==> config.mk <==
export PLATFORM = sky130hd
export DESIGN_NAME = cdc_fifo_wr_arbiter
export DESIGN_NICKNAME = d
export VERILOG_FILES = /design/src/rtl/cdc_arb_pkg.sv /design/src/rtl/cdc_fifo_wr_arbiter_rr_pick.sv /design/src/rtl/cdc_fifo_wr_arbiter.sv
export SDC_FILE = /design/constraint.sdc
export NUM_CORES = 1
export LEC_CHECK = 0
export CORE_ASPECT_RATIO = 0.5
export CORE_MARGIN = 10
export CORE_UTILIZATION = 36
export CTS_CLUSTER_SIZE = 14
export DETAILED_ROUTE_END_ITERATION = 6
export PLACE_DENSITY_LB_ADDON = 0.3
export RECOVER_POWER = 100
export SLEW_MARGIN = 20
export SYNTH_ARGS = -nofsm -noshare
export SYNTH_HDL_FRONTEND = slang
export SYNTH_SLANG_ARGS = --single-unit
==> constraint.sdc <==
create_clock -name wclk -period 2.9 [get_ports wclk]
set_input_delay 0.725 -clock wclk [delete_from_list [all_inputs] [get_ports wclk]]
set_output_delay 0.725 -clock wclk [all_outputs]
set_load 0.02 [all_outputs]
==> src/rtl/cdc_arb_pkg.sv <==
// Shared types and helpers for the CDC FIFO write-port arbiter.
// Holds the arbiter state encoding, the ID-width helper and the stall counter width.
package cdc_arb_pkg;

  typedef enum logic {IDLE, BURST} arb_state_e;

  // Wide enough for any TIMEOUT up to 255
  localparam int STALL_W = 8;

  function automatic int clog2(input int n);
    int r;
    r = 0;
    for (int i = 0; i < 31; i++) begin
      if ((1 << i) < n) r = i + 1;
    end
    return r;
  endfunction

endpackage

==> src/rtl/cdc_fifo_wr_arbiter_rr_pick.sv <==
// Combinational round-robin picker: the first asserted request after last_grant wins,
// wrapping modulo NCH. It holds no state, so it can be reused by other shared ports.
module rr_pick
  import cdc_arb_pkg::*;
#(
  parameter int NCH = 4,
  parameter int IDW = clog2(NCH)
) (
  input  logic [NCH-1:0] req,
  input  logic [IDW-1:0] last_grant,
  output logic [IDW-1:0] winner,
  output logic           any_req
);

  logic [IDW-1:0] idx;

  // Scan from lowest to highest priority so the highest-priority hit is assigned last.
  always_comb begin
    winner  = '0;
    idx     = '0;
    any_req = |req;
    for (int i = NCH; i >= 1; i--) begin
      idx = IDW'((int'(last_grant) + i) % NCH);
      if (req[idx]) winner = idx;
    end
  end

endmodule

==> src/rtl/cdc_fifo_wr_arbiter.sv <==
// Record-granular round-robin arbiter for the wclk write port of a CDC FIFO.
// Each word is tagged with its channel ID. A per-owner stall timeout frees the port.
module cdc_fifo_wr_arbiter
  import cdc_arb_pkg::*;
#(
  parameter int NCH     = 4,
  parameter int DW      = 32,
  parameter int TIMEOUT = 255,
  localparam int IDW    = clog2(NCH)
) (
  input  logic              wclk,
  input  logic              rrst,
  input  logic [NCH-1:0]    req_valid,
  input  logic [NCH*DW-1:0] req_data,
  input  logic [NCH-1:0]    req_last,
  output logic [NCH-1:0]    req_ready,
  output logic [DW+IDW-1:0] fifo_wdata,
  output logic              fifo_winc,
  input  logic              fifo_wfull,
  output logic [IDW-1:0]    grant_id,
  output logic              busy,
  output logic [NCH-1:0]    timeout_err,
  input  logic              clr_err,
  output logic [31:0]       word_cnt
);

  arb_state_e         state, state_nxt;
  logic [IDW-1:0]     last_grant;
  logic [IDW-1:0]     winner;
  logic               any_req;
  logic [STALL_W-1:0] stall_cnt;
  logic [NCH-1:0]     err_set;
  logic               release_grant;

  rr_pick #(.NCH(NCH), .IDW(IDW)) u_pick (
    .req       (req_valid),
    .last_grant(last_grant),
    .winner    (winner),
    .any_req   (any_req)
  );

  assign fifo_wdata = {grant_id, req_data[grant_id*DW +: DW]};
  assign busy       = (state == BURST) & ~rrst;

  // Outputs are gated by rrst so a word in flight is never written during reset.
  always_comb begin
    req_ready     = '0;
    fifo_winc     = 1'b0;
    err_set       = '0;
    release_grant = 1'b0;
    state_nxt     = state;
    if (state == BURST) begin
      if (!rrst) begin
        req_ready[grant_id] = ~fifo_wfull;
        fifo_winc           = req_valid[grant_id] & ~fifo_wfull;
      end
      if (fifo_winc && req_last[grant_id]) begin
        release_grant = 1'b1;
      end else if (!req_valid[grant_id] && stall_cnt == STALL_W'(TIMEOUT - 1)) begin
        release_grant     = 1'b1;
        err_set[grant_id] = 1'b1;
      end
      if (release_grant) state_nxt = IDLE;
    end else if (any_req) begin
      state_nxt = BURST;
    end
  end

  always_ff @(posedge wclk) begin
    if (rrst) begin
      state       <= IDLE;
      grant_id    <= '0;
      last_grant  <= IDW'(NCH - 1);
      stall_cnt   <= '0;
      timeout_err <= '0;
      word_cnt    <= '0;
    end else begin
      state       <= state_nxt;
      timeout_err <= (timeout_err & ~{NCH{clr_err}}) | err_set;
      if (fifo_winc) word_cnt <= word_cnt + 32'd1;
      if (state == IDLE) begin
        if (any_req) begin
          grant_id  <= winner;
          stall_cnt <= '0;
        end
      end else begin
        if (release_grant) last_grant <= grant_id;
        // Backpressure with valid high leaves the counter untouched
        if (fifo_winc || release_grant) stall_cnt <= '0;
        else if (!req_valid[grant_id])  stall_cnt <= stall_cnt + 1'b1;
      end
    end
  end

endmodule

# Word level (Yosys, flattened, before mapping)

Index checks and enable logic that the tools add are counted.

Order comparisons: 6
Eq/ne operators: 2
Reductions and logical operators: 10
Bitwise operators: 9
Add/subtract/negate cells: 6
Mux-type cells: 37
Shift-type cells: 1

Operator list:

| cell                    | count |
|---|---|
| $shiftx A128 B8 Y32     | 1 |
| $add A32 B1 Y32 const B | 1 |
| $mux W8                 | 4 |
| $mux W4                 | 5 |
| $mux W1                 | 17 |
| $lt A2 B3 Y1 const B    | 5 |
| $bmux W1 S2             | 6 |
| $add A8 B1 Y8 const B   | 1 |
| $and A4 B4 Y4           | 2 |
| $eq A8 B8 Y1 const B    | 1 |
| $mux W2                 | 4 |
| $reduce_and A2 Y1       | 3 |
| $add A2 B1 Y2 const B   | 2 |
| $add A2 B2 Y2 const B   | 2 |
| $not A4 Y4              | 1 |
| $or A4 B4 Y4            | 1 |
| $reduce_or A4 Y1        | 1 |
| $logic_and A1 B1 Y1     | 3 |
| $ne A3 B2 Y1 const B    | 1 |
| $not A1 Y1              | 3 |
| $and A1 B1 Y1           | 2 |
| $demux W1 S2            | 1 |
| $ge A2 B1 Y1 const B    | 1 |
| $reduce_bool A2 Y1      | 1 |
| other kinds (2)         | 2 |

Bits of input ports: 140
Register bits: 49

# Longest topological paths before layout

Depth in word-level cells: 12
Mapped depth: 7
Mapped depth without buffers: 7

# Cells and area by module

From an unflattened synthesis, not the netlist that was laid out.

Cell total of the unflattened synthesis: 360
Area, all modules: 3,440.8 um2

Modules (own cells, without submodules):

| module              | times used | area an instance (um2) | seq. area each (um2) | cells each |
|---|---|---|---|---|
| cdc_fifo_wr_arbiter | 1          | 3,349.5                | 980.9                | 346 |
| rr_pick             | 1          | 91.3                   | 0.0                  | 14 |

# Worst setup path before layout

No wires, ideal clock.

Path type: register to output
Start: register grant_id[0]
End: output port fifo_wdata[0]
Path slack: 0.356 ns
Required time: 2.175 ns
Cell stages (with the launch flop): 4
Arrival: 1.819 ns
Cell sequence: dfxtp_1 buf_4 buf_1 mux4_2

Cells in the longest elaborated chain, start to end: 1

RTL lines:

| element                | line                      | text |
|---|---|---|
| start, declared        | cdc_fifo_wr_arbiter.sv:20 | `output logic [IDW-1:0] grant_id,` |
| start signal, assigned | cdc_fifo_wr_arbiter.sv:83 | `grant_id <= winner;` |
| $shiftx A128 B8 Y32    | cdc_fifo_wr_arbiter.sv:42 | `assign fifo_wdata = {grant_id, req_data[grant_id*DW +: DW]};` |
| end, declared          | cdc_fifo_wr_arbiter.sv:17 | `output logic [DW+IDW-1:0] fifo_wdata,` |

No other way between the ends.

# Worst setup path in the final report

Start: input port req_data[48]
End: output port fifo_wdata[16]

Cells in the longest elaborated chain, start to end: 1

RTL lines:

| element             | line                      | text |
|---|---|---|
| start, declared     | cdc_fifo_wr_arbiter.sv:14 | `input logic [NCH*DW-1:0] req_data,` |
| $shiftx A128 B8 Y32 | cdc_fifo_wr_arbiter.sv:42 |  |

No other way between the ends.

==> impl_metrics.json <==
{
  "outcome": "completed",
  "area.growth.synth_to_final_pct": 77.9,
  "synth_area_sq_um": 3200,
  "die-width_um": 153,
  "post-place-ws_ns": -0.248,
  "layout.nets": 708,
  "route.detailed.wl_per_inst_um": 19.9,
  "place_area_sq_um": 5650,
  "grt-ovfl-total": 0,
  "tritoncts_num_sinks": 49,
  "chipHeight_um": 86.7,
  "iteration_count_of_the_initial_detailed_routing_pass": 4,
  "yosys_warnings": 0,
  "cts_root_buf": "clkbuf_16",
  "r2r_setup_slk_ns": 0.54,
  "start_kind": "input pin",
  "grt_antenna_before_repair": 0,
  "gp_routability_congestion": 0.885,
  "cts-htree-levels": 2,
  "postLayoutSetupSlackWorst_ns": 0.0163,
  "numCtsBuffers": 5,
  "min_path_cells": 2,
  "max-clock-path-buffers": 2,
  "portBuffers": 217,
  "start_util": 0.369,
  "design.die.area_sq_um": 13300,
  "yosysTopAreaCellShare": 0.306,
  "report.final.setup_viol": 0,
  "dp_hpwl_um": 11000,
  "num_vias": 3627,
  "placeableCoreArea_sq_um": 8680,
  "timing.critical_path.arrival_ns": 2.16,
  "holdWs_ns": 0.469,
  "peakVddDrop_mv": 0.220,
  "grt.met3_usage": 0.0400,
  "netlist_instances": 334,
  "slew_viol_final": 0,
  "cell_type_contributing_the_most_total_cell_area_after_synthesis": "dfxtp_1",
  "slew_headroom": 0.640,
  "ys_types": 40,
  "finalHoldViolations": 0,
  "synthTopCellsByArea": "dfxtp_1 31%, mux4_2 24%, xnor2_1 4.9%",
  "finalCritPeriodShare": 0.994,
  "layout-drive-gt1-share": 0.124,
  "drt-vias-per-instance": 5.30,
  "rsz_0062_raised_after_global_routing": "false",
  "timing.fmax_ghz": 0.347,
  "drt_drc_violations_left": 0,
  "synth_seq_area_share": 0.306,
  "avgSynthCellArea_sq_um": 9.59,
  "cap_viol_max_count": 0,
  "design.portCount": 218,
  "drt_first_iter_violations": 254,
  "total_leakage_power_nw": 2.10,
  "grt_use_met1": 0.218,
  "power.density_nw_per_um2": 344,
  "synth_nets": 477,
  "final.min_clock_period_ns": 2.88,
  "globalRoute.busiestLayer": "met2",
  "num_rows": 24,
  "grt_util_met2": 0.349,
  "grt_first_pass_wirelength_um": 20200,
  "critical_path.max_fanout": 1,
  "grt_start_max_net_pins": 48,
  "tritoncts_clock_tree": "done",
  "drt-total-wl_um": 13600,
  "cp_data_required_time_ns": 2.17,
  "groute.usage.overall": 0.186,
  "post-route-util": 0.657,
  "worst_pin_slew_ns": 0.540,
  "timing_worst_setup_path_type": "input pin to output port",
  "clkLatencyLatePin_ns": 0.29,
  "number_of_global_route_vias_before_repair": 3501,
  "number_of_cells_on_the_worst_reg_to_reg_path": 5,
  "ys_seq_elements": 49,
  "hold_path.class": "flip-flop to flip-flop",
  "fin_skew_ns": 0.0109,
  "antenna_left": 0,
  "critPathCaptureType": "output port",
  "clock_transition_at_the_registers_of_the_reported_paths_ns": 0.06,
  "finalInstanceArea_sq_um": 5700
}
==> sequential cells by signal, indices dropped and copies added, names as in the netlist <==
name	cells
state	1
stall_cnt	8
word_cnt	32
grant_id	2
last_grant	2
timeout_err	4
==> synth_stat cells <==
cell,number
dfxtp_1,49
nor2_1,35
mux4_2,34
nand2_1,22
a21oi_1,20
xnor2_1,18
nor3_1,14
clkbuf_1,13
nand3_1,13
nand4_1,11
inv_1,10
nor4_1,10
or4_1,8
nand2b_1,7
o21ai_0,6
o31ai_1,6
and3_1,5
and4_1,5
mux2i_1,4
or3_1,4
xor2_1,4
a211o_1,3
and2_1,3
buf_1,3
buf_4,3
ha_1,3
nor2b_1,3
o211ai_1,3
a31oi_1,2
and3b_1,2
nand3b_1,2
a211oi_1,1
buf_2,1
buf_6,1
clkinv_1,1
nand2_4,1
nor3b_1,1
nor3b_2,1
o22ai_1,1
or3_4,1
==> stage by stage <==
stage	total power [mW]	std cells	TNS, ns
after floorplan	0.985	334	0
after global placement	1.36	674	-0.807
after detailed placement	1.37	674	-1.15
after CTS	2.02	682	0
after global routing	2.04	683	0
final	1.96	684	0
==> layout by cell type (no fill, tap or decap), drive strengths merged, types with 7 or more instances in the layout <==
| cell type | Yosys | final |
|---|---|---|
| clkdlybuf4s50 | 0 | 147 |
| dfxtp | 49 | 49 |
| dlygate4sd3 | 0 | 40 |
| nor2 | 35 | 35 |
| mux4 | 34 | 34 |
| clkbuf | 13 | 31 |
| nand2 | 23 | 23 |
| buf | 8 | 22 |
| a21oi | 20 | 20 |
| xnor2 | 18 | 18 |
| nor3 | 14 | 14 |
| nand3 | 13 | 13 |
| nand4 | 11 | 11 |
| inv | 10 | 10 |
| nor4 | 10 | 10 |
| dlygate4sd2 | 0 | 10 |
| or4 | 8 | 8 |
| nand2b | 7 | 7 |
==> cells by family after synthesis <==
kind of cell,count (synthesis),share of synthesized area
compound gates,42,0.0781
xor+xnor,22,0.0601
fa+ha+maj,3,0.0117
buf+inv,32,0.0437
flops,49,0.306
mux,38,0.251
simple gates,148,0.249
==> layer usage <==
metal / vias to the layer above / share of wire
met5: - / 0
met3: 6 / 0.057
li1: 1728 / -
met4: 0 / 0.0070
met2: 126 / 0.53
met1: 1767 / 0.41
==> layout make-up <==
type / count / area, sq um
Tap cell: 117 / 146
Antenna cell: 1 / 2.50
Clock inverter: 2 / 38.8
Clock buffer: 6 / 129
Timing Repair Buffer: 245 / 2280
Fill cell: 735 / 2980
Multi-Input combinational cell: 253 / 2080
Inverter: 11 / 41.3
Sequential cell: 49 / 986
==> critical path, cell delays in order <==
cell	delay, ns
clkdlybuf4s50_1	0.41
mux4_2	0.45
clkdlybuf4s50_1	0.57
==> power by group <==
part	leakage, nW	total, mW	internal, mW	switching [mW]
Clock	0.0811	0.662	0.409	0.253
Sequential	0.397	0.692	0.679	0.0129
Combinational	1.63	0.607	0.357	0.250
Total	2.10	1.96	1.45	0.516
==> path summary, 6_finish.rpt <==
kind | startpoint | end
min reg2reg | timeout_err[3] | timeout_err[3]
max reg2reg | grant_id[0] | stall_cnt[7]
min | timeout_err[3] | timeout_err[3]
max | req_data[48] | fifo_wdata[16]
==> repair_timing <==
action                                  4_1_cts  5_1_grt
buffers inserted                              0        0
resized for setup                            13       20
hold buffers                                  0        0
cloned                                        0        1
endpoints found under the setup margin       11       21
Power figures use the tool's default switching activity.
